## config.mk

```make
export PLATFORM = sky130hd
export DESIGN_NAME = seq_right_shifter
export DESIGN_NICKNAME = d
export VERILOG_FILES = /design/src/rtl/seq_shift_pkg.sv /design/src/rtl/shift_step_right.sv /design/src/rtl/seq_right_shifter.sv
export SDC_FILE = /design/constraint.sdc
export NUM_CORES = 1
export LEC_CHECK = 0
export ABC_CLOCK_PERIOD_IN_PS = 2600
export CAP_MARGIN = 20
export CORE_MARGIN = 2
export CORE_UTILIZATION = 30
export DETAILED_ROUTE_END_ITERATION = 8
export PLACE_DENSITY_LB_ADDON = 0.1
export SLEW_MARGIN = 20
export SYNTH_ARGS = -nofsm -noshare
export SYNTH_HDL_FRONTEND = slang
export SYNTH_HIERARCHICAL = 1
export SYNTH_SLANG_ARGS = --single-unit
```

## constraint.sdc

```tcl
create_clock -name clk -period 2.6 [get_ports clk]
set_clock_uncertainty 0.1 [all_clocks]
set_input_delay 0.65 -clock clk [delete_from_list [all_inputs] [get_ports clk]]
set_output_delay 0.65 -clock clk [all_outputs]
set_load 0.02 [all_outputs]
```

## src/rtl/seq_shift_pkg.sv

```systemverilog
// Shared definitions for the sequential right shifter: mode codes and FSM state encoding.
package seq_shift_pkg;

    localparam logic [1:0] MODE_LSR = 2'b00;
    localparam logic [1:0] MODE_ASR = 2'b01;
    localparam logic [1:0] MODE_ROR = 2'b10;

    typedef enum logic [1:0] {
        ST_IDLE  = 2'd0,
        ST_SHIFT = 2'd1,
        ST_DONE  = 2'd2
    } state_e;

endpackage

```

## src/rtl/shift_step_right.sv

```systemverilog
// Combinational single-position right shift; the inserted MSB depends on the mode.
module shift_step_right
    import seq_shift_pkg::*;
#(
    parameter int unsigned WIDTH = 4
) (
    input  logic [WIDTH-1:0] in,
    input  logic [1:0]       mode,
    output logic [WIDTH-1:0] out
);

    logic fill;

    always_comb begin
        fill = 1'b0;
        case (mode)
            MODE_ASR: fill = in[WIDTH-1];
            MODE_ROR: fill = in[0];
            default:  fill = 1'b0;  // logical, and the unused code 2'b11
        endcase
        out = {fill, in[WIDTH-1:1]};
    end

endmodule

```

## src/rtl/seq_right_shifter.sv

```systemverilog
// Iterative right shifter: one bit position per clock, result presented with a done pulse.
module seq_right_shifter
    import seq_shift_pkg::*;
#(
    parameter int unsigned WIDTH = 4,
    parameter int unsigned AMT_W = $clog2(WIDTH)
) (
    input  logic             clk,
    input  logic             rst,
    input  logic             start,
    input  logic [WIDTH-1:0] data_in,
    input  logic [AMT_W-1:0] shift_amt,
    input  logic [1:0]       mode,
    output logic             busy,
    output logic             done,
    output logic [WIDTH-1:0] data_out
);

    state_e           state_q, state_d;
    logic [WIDTH-1:0] sr_q, sr_d;
    logic [AMT_W-1:0] cnt_q, cnt_d;
    logic [1:0]       mode_q, mode_d;
    logic [WIDTH-1:0] dout_q, dout_d;
    logic             busy_q, busy_d;
    logic             done_q, done_d;
    logic [WIDTH-1:0] step_out;

    shift_step_right #(
        .WIDTH(WIDTH)
    ) u_step (
        .in  (sr_q),
        .mode(mode_q),
        .out (step_out)
    );

    always_comb begin
        state_d = state_q;
        sr_d    = sr_q;
        cnt_d   = cnt_q;
        mode_d  = mode_q;
        dout_d  = dout_q;
        unique case (state_q)
            ST_IDLE, ST_DONE: begin
                if (start) begin
                    sr_d    = data_in;
                    cnt_d   = shift_amt;
                    mode_d  = mode;
                    state_d = ST_SHIFT;
                end else begin
                    state_d = ST_IDLE;
                end
            end
            ST_SHIFT: begin
                // start is deliberately not looked at here: requests while busy are dropped
                if (cnt_q != '0) begin
                    sr_d  = step_out;
                    cnt_d = cnt_q - AMT_W'(1);
                end else begin
                    dout_d  = sr_q;
                    state_d = ST_DONE;
                end
            end
            default: state_d = ST_IDLE;
        endcase
        busy_d = (state_d == ST_SHIFT);
        done_d = (state_d == ST_DONE);
    end

    always_ff @(posedge clk or posedge rst) begin
        if (rst) begin
            state_q <= ST_IDLE;
            sr_q    <= '0;
            cnt_q   <= '0;
            mode_q  <= MODE_LSR;
            dout_q  <= '0;
            busy_q  <= 1'b0;
            done_q  <= 1'b0;
        end else begin
            state_q <= state_d;
            sr_q    <= sr_d;
            cnt_q   <= cnt_d;
            mode_q  <= mode_d;
            dout_q  <= dout_d;
            busy_q  <= busy_d;
            done_q  <= done_d;
        end
    end

    assign busy     = busy_q;
    assign done     = done_q;
    assign data_out = dout_q;

endmodule

```

==> results_dict.tcl, run 1 <==
set metrics [dict create \
    cts-root-buf "clkbuf_4" \
    slew_viol_final 0 \
    max_slew_margin 0.593 \
    p_per_area_nw_per_um2 1230 \
    crit_chain "clkdlybuf4s50_1" \
    syn-cell-area_um2 744 \
    yosysWarnings 6 \
    clkTransAtPathRegs_ns 0.09 \
    wl_per_cell_um 11.4 \
    detail_route.first_pass.iterations 4 \
    holdWs_ns 0.383 \
    grt_overflow 0 \
    cp-end-kind "output pin" \
    ys.flop_type "dfrtp_1" \
    die_h_um 53.8 \
    cts_tree "yes" \
    synth_cell_types 22 \
    p_leak_nw 0.446 \
    multi_input_area_um2 241 \
    crit_fanout 2 \
    syn_to_final_growth_pct 24.7 \
    htree_levels 1 \
    hold_buffers 0 \
    final-seq-area_um2 400 \
    final_net_count 99 \
    finalSetupViolations 0 \
    synth_common_cells "16 x dfrtp_1, 14 x inv_1, 5 x a21oi_2, 5 x o22ai_1" \
    synth_most_common_cell "dfrtp_1" \
    drt_iter0_drc 8 \
    synth_top_area_frac 0.538 \
    fin_tns_setup_ns 0 \
    grt_max_degree 17 \
    critPathRequiredTime_ns 1.85 \
    synth_nets 85 \
    ir_worst_vdd_mv 0.545 \
    synth_top_area_cell "dfrtp_1" \
    seq_area_frac_synth 0.538 \
    drc 0 \
    cts_buffers 3 \
    crit_family "buffers and inverters" \
    crit_arrival_ns 1.26 \
    hold_path.class "flop to flop" \
    synth.ff_latch_count 16 \
    crit_buf_inv 1 \
    drive_gt1_frac 0.107 \
    antenna_found_initial 0 \
    cts_resized 0 \
    rsz0062_at_grt "false" \
    postSynthAreaPerCell_um2 10.5 \
    post-cts-setup-buffer-count 0 \
    clock_latency_ns 0.28 \
    cap_violations 0 \
    syn_inst 71 \
    hold_viol 0 \
    routed_wl_mm 1.30 \
    ant_nets 0 \
    grt_usage 0.116 \
    worst_setup_path_start_kind "flop" \
    nFillCells 244 \
    rows 18 \
    gp_congestion 0.675 \
    grt_pass1_wl_mm 2.24 \
    fmax_ghz 0.498 \
    cp_slowest_stage_delay_ns 0.61 \
    dpl.hpwl_um 986 \
    synth.area.top_cells "dfrtp_1 54%, inv_1 7.1%, a21oi_2 5.9%" \
    grt_pass1_vias 459 \
    vias 473 \
    min_period_ns 2.01 \
    async_reset_ff_frac 1.00 \
    cts_max_path_buffers 2 \
    tightest_slew_ns 0.610 \
    initial_core_util 0.309 \
    fp.coreArea_um2 2410 \
    synth_edf_count 0 \
    io_buffer_count 16 \
    die_w_um 53.8 \
    dieArea_um2 2900 \
    path_class "flop to output pin" \
    finalCritPeriodShare 0.772 \
    via_per_inst 4.15 \
    ios 17 \
    status "complete, no violations" \
    crit_slowest_cell "clkdlybuf4s50_1" \
    n_antenna_cell 0 \
    clock_sinks 16 \
]
[cells by family after synthesis]
logic type / count (synthesis) / share of synthesized area
AND/OR/NAND/NOR: 11 / 0.0773
adder cells (fa/ha/maj): 3 / 0.0504
buffers and inverters: 21 / 0.138
AO/OA/AOI/OAI: 17 / 0.155
XOR/XNOR: 1 / 0.0118
multiplexers: 2 / 0.0302
flip-flops: 16 / 0.538
[state kept, by name, indices dropped and copies added (netlist names)]
signal	cells
state_q	2
data_out	4
sr_q	4
busy	1
cnt_q	2
done	1
mode_q	2
[metrics by stage]
| stage | power, mW | instances | util | setup WS (ns) | area (um2) |
|---|---|---|---|---|---|
| floorplan | 0.892 | 71 | - | 0.957 | 744 |
| global placement | 0.986 | 110 | 0.370 | 0.508 | 892 |
| detailed placement | 0.992 | 110 | 0.370 | 0.474 | 892 |
| CTS | 1.16 | 114 | 0.385 | 0.579 | 928 |
| global route | 1.26 | 114 | 0.385 | 0.545 | 928 |
| finish | 1.14 | 114 | 0.385 | 0.593 | 928 |
[per-layer routing]
layer  global-route usage  routed length, um
met5                    0                  0
met4               0.0385                 12
met3               0.0500                 87
met2                0.163                567
met1                0.158                629
[worst paths after layout]
kind | startpoint | slack, ns | cells after the start | to
hold reg to reg | data_out[3]$_DFFE_PP0P_ | 0.38 | 2 | data_out[3]$_DFFE_PP0P_
min in group asynchronous | rst | 0.63 | 2 | data_out[3]$_DFFE_PP0P_
setup / recovery | data_out[2]$_DFFE_PP0P_ | 0.59 | 1 | data_out[2]
hold / removal | data_out[3]$_DFFE_PP0P_ | 0.38 | 2 | data_out[3]$_DFFE_PP0P_
setup reg to reg | cnt_q[0]$_DFFE_PP0P_ | 0.80 | 5 | cnt_q[1]$_DFFE_PP0P_
max in group asynchronous | rst | 1.38 | 2 | state_q[1]$_DFF_PP0_
[cells in the final DEF (no fill, tap or decap), types with 2 or more instances in the layout]
cell and count:
mux2_1 2, nor2_1 2, a21oi_2 5, o21ai_0 4, inv_1 14, nand2_1 4
dfrtp_1 16, clkbuf_4 3, ha_1 3, o22ai_1 5, clkdlybuf4s50_1 16
[final cells by class]
class | instances | area share
Clock buffer | 4 | 0.0391
Inverter | 14 | 0.0566
Multi-Input combinational cell | 34 | 0.260
Sequential cell | 16 | 0.431
Tap cell | 30 | 0.0404
Timing Repair Buffer | 16 | 0.173
[where the power goes]
group          switching [mW]  internal (mW)  leakage [nW]  total (mW)
logic                   0.288          0.244         0.233       0.532
clock network          0.0772         0.0852        0.0210       0.162
registers              0.0737          0.372         0.192       0.446
total                   0.439          0.701         0.446        1.14
No activity file was read; power rests on OpenSTA's default activity.
==> run 2, diff against run 1 <==
- ABC_CLOCK_PERIOD_IN_PS: 2600 -> 1650
- clock period: 2.6 -> 1.65 ns (I/O delays scaled with it)
==> run 2 against run 1 <==
Net effect: worst setup slack lost 0.50 ns; register-to-register slack lost 0.71 ns; sequential share of layout area shrank 3.4 points; critical path depth grew 5; first-iteration DRC count shrank 75%; combinational power grew 86%; wire length grew 3.7%; worst hold slack lost 0.058 ns; clock power grew 60%; total power grew 70%; via count grew 10%; critical path type is now flop to flop; highest routed layer unchanged.
==> results_dict.tcl, run 2 (synthesis results as in run 1) <==
set metrics [dict create \
    layout_common_cells "16 x dfrtp_1, 14 x inv_1, 10 x clkdlybuf4s50_1, 9 x buf_4, 6 x dlygate4sd2_1" \
    dpl.hpwl_um 988 \
    finalSetupViolations 0 \
    pre_cts_ws_ns -0.0493 \
    grt_pass1_wl_mm 2.33 \
    fp.coreArea_um2 2410 \
    placed_area_um2 952 \
    crit_fanout 3 \
    drive_gt1_frac 0.234 \
    cts_buffers 3 \
    syn_to_final_growth_pct 35.3 \
    final_net_count 109 \
    cts_tree "yes" \
    ant_nets 0 \
    clkTransAtPathRegs_ns 0.09 \
    detail_route.first_pass.iterations 4 \
    status "complete, no violations" \
    grt_pass1_vias 501 \
    mostFrequentLayoutCell "dfrtp_1" \
    routed_wl_mm 1.34 \
    ir_worst_vdd_mv 0.945 \
    min_period_ns 1.56 \
    cts_max_path_buffers 2 \
    dieArea_um2 2900 \
    fmax_ghz 0.641 \
    slew_viol_final 0 \
    initial_core_util 0.309 \
    drt_iter0_drc 2 \
    p_leak_nw 0.510 \
    tightest_slew_ns 0.208 \
    vias 522 \
    rows 18 \
    gp_congestion 0.684 \
    clock_latency_ns 0.28 \
    fin_ws_ns 0.0892 \
    grt_overflow 0 \
    path_class "flop to flop" \
    stdcell_area_um2 1010 \
    holdWs_ns 0.326 \
    hold_path.class "input port to async pin" \
    wl_per_cell_um 10.8 \
    finalCritPeriodShare 0.946 \
    ios 17 \
    crit_arrival_ns 1.69 \
    cp-end-kind "flop" \
    cap_violations 0 \
    grt_usage 0.115 \
    hold_viol 0 \
    max_slew_margin 0.861 \
    fin_tns_setup_ns 0 \
    via_per_inst 4.21 \
    p_per_area_nw_per_um2 1930 \
    io_buffer_count 16 \
    clock_sinks 16 \
    antenna_found_initial 0 \
    final_core_util 0.418 \
    htree_levels 1 \
    critPathRequiredTime_ns 1.78 \
    grt_max_degree 17 \
    die_w_um 53.8 \
    cts-root-buf "clkbuf_4" \
    die_h_um 53.8 \
    worst_setup_path_start_kind "flop" \
    n_antenna_cell 0 \
    drc 0 \
]
-- run 2: what timing repair did --
| item | CTS | global route |
|---|---|---|
| gates resized for setup | 6 | 4 |
| setup endpoints to repair | 6 | 9 |
| pin swaps | 0 | 1 |
| hold buffers | 0 | 0 |
| gates cloned | 0 | 0 |
| buffers inserted | 0 | 2 |
-- run 2: area by class of cell --
| type | count | area [um2] |
|---|---|---|
| repair buffers | 26 | 231 |
| inverters | 14 | 52.6 |
| fillers | 252 | 1400 |
| multi-input cells | 34 | 249 |
| flip-flops and latches | 16 | 400 |
| clock buffers | 4 | 36.3 |
| well taps | 30 | 37.5 |
-- run 2: metrics by stage --
step           instances  total power, mW
2_1_floorplan         71             1.41
3_3_place_gp         118             1.67
3_5_place_dp         118             1.68
4_1_cts              122             1.90
5_1_grt              124             2.13
6_report             124             1.94
-- run 2: power breakdown --
part / internal, mW / total [mW] / switching [mW]
clock network: 0.134 / 0.259 / 0.125
registers: 0.586 / 0.692 / 0.106
logic: 0.504 / 0.990 / 0.485
total: 1.22 / 1.94 / 0.716
-- run 2: path summary, 6_finish.rpt --
check	from	endpoint	slack (ns)	cells past startpoint
max	cnt_q[0]$_DFFE_PP0P_	cnt_q[1]$_DFFE_PP0P_	0.09	6
max reg2reg	cnt_q[0]$_DFFE_PP0P_	cnt_q[1]$_DFFE_PP0P_	0.09	6
min reg2reg	data_out[3]$_DFFE_PP0P_	data_out[3]$_DFFE_PP0P_	0.38	2
min	rst	mode_q[1]$_DFFE_PP0P_	0.33	3
max in group asynchronous	rst	mode_q[0]$_DFFE_PP0P_	0.95	3
min in group clk	data_out[3]$_DFFE_PP0P_	data_out[3]$_DFFE_PP0P_	0.38	2
-- run 2: layer usage --
| layer | vias to the layer above | wire length [um] | track usage | share of wire |
|---|---|---|---|---|
| met5 | - | 0 | 0 | 0 |
| met1 | 240 | 662 | 0.168 | 0.49 |
| met2 | 12 | 597 | 0.157 | 0.44 |
| met4 | 0 | 19 | 0.0256 | 0.014 |
| met3 | 2 | 66 | 0.0500 | 0.049 |
| li1 | 268 | - | - | - |
-- run 2: worst max-delay path, stage by stage, from the launching register on --
cell,delay [ns]
dfrtp_1,0.37
inv_1,0.05
ha_2,0.18
or3b_4,0.39
and2_4,0.17
buf_4,0.14
a21oi_2,0.11
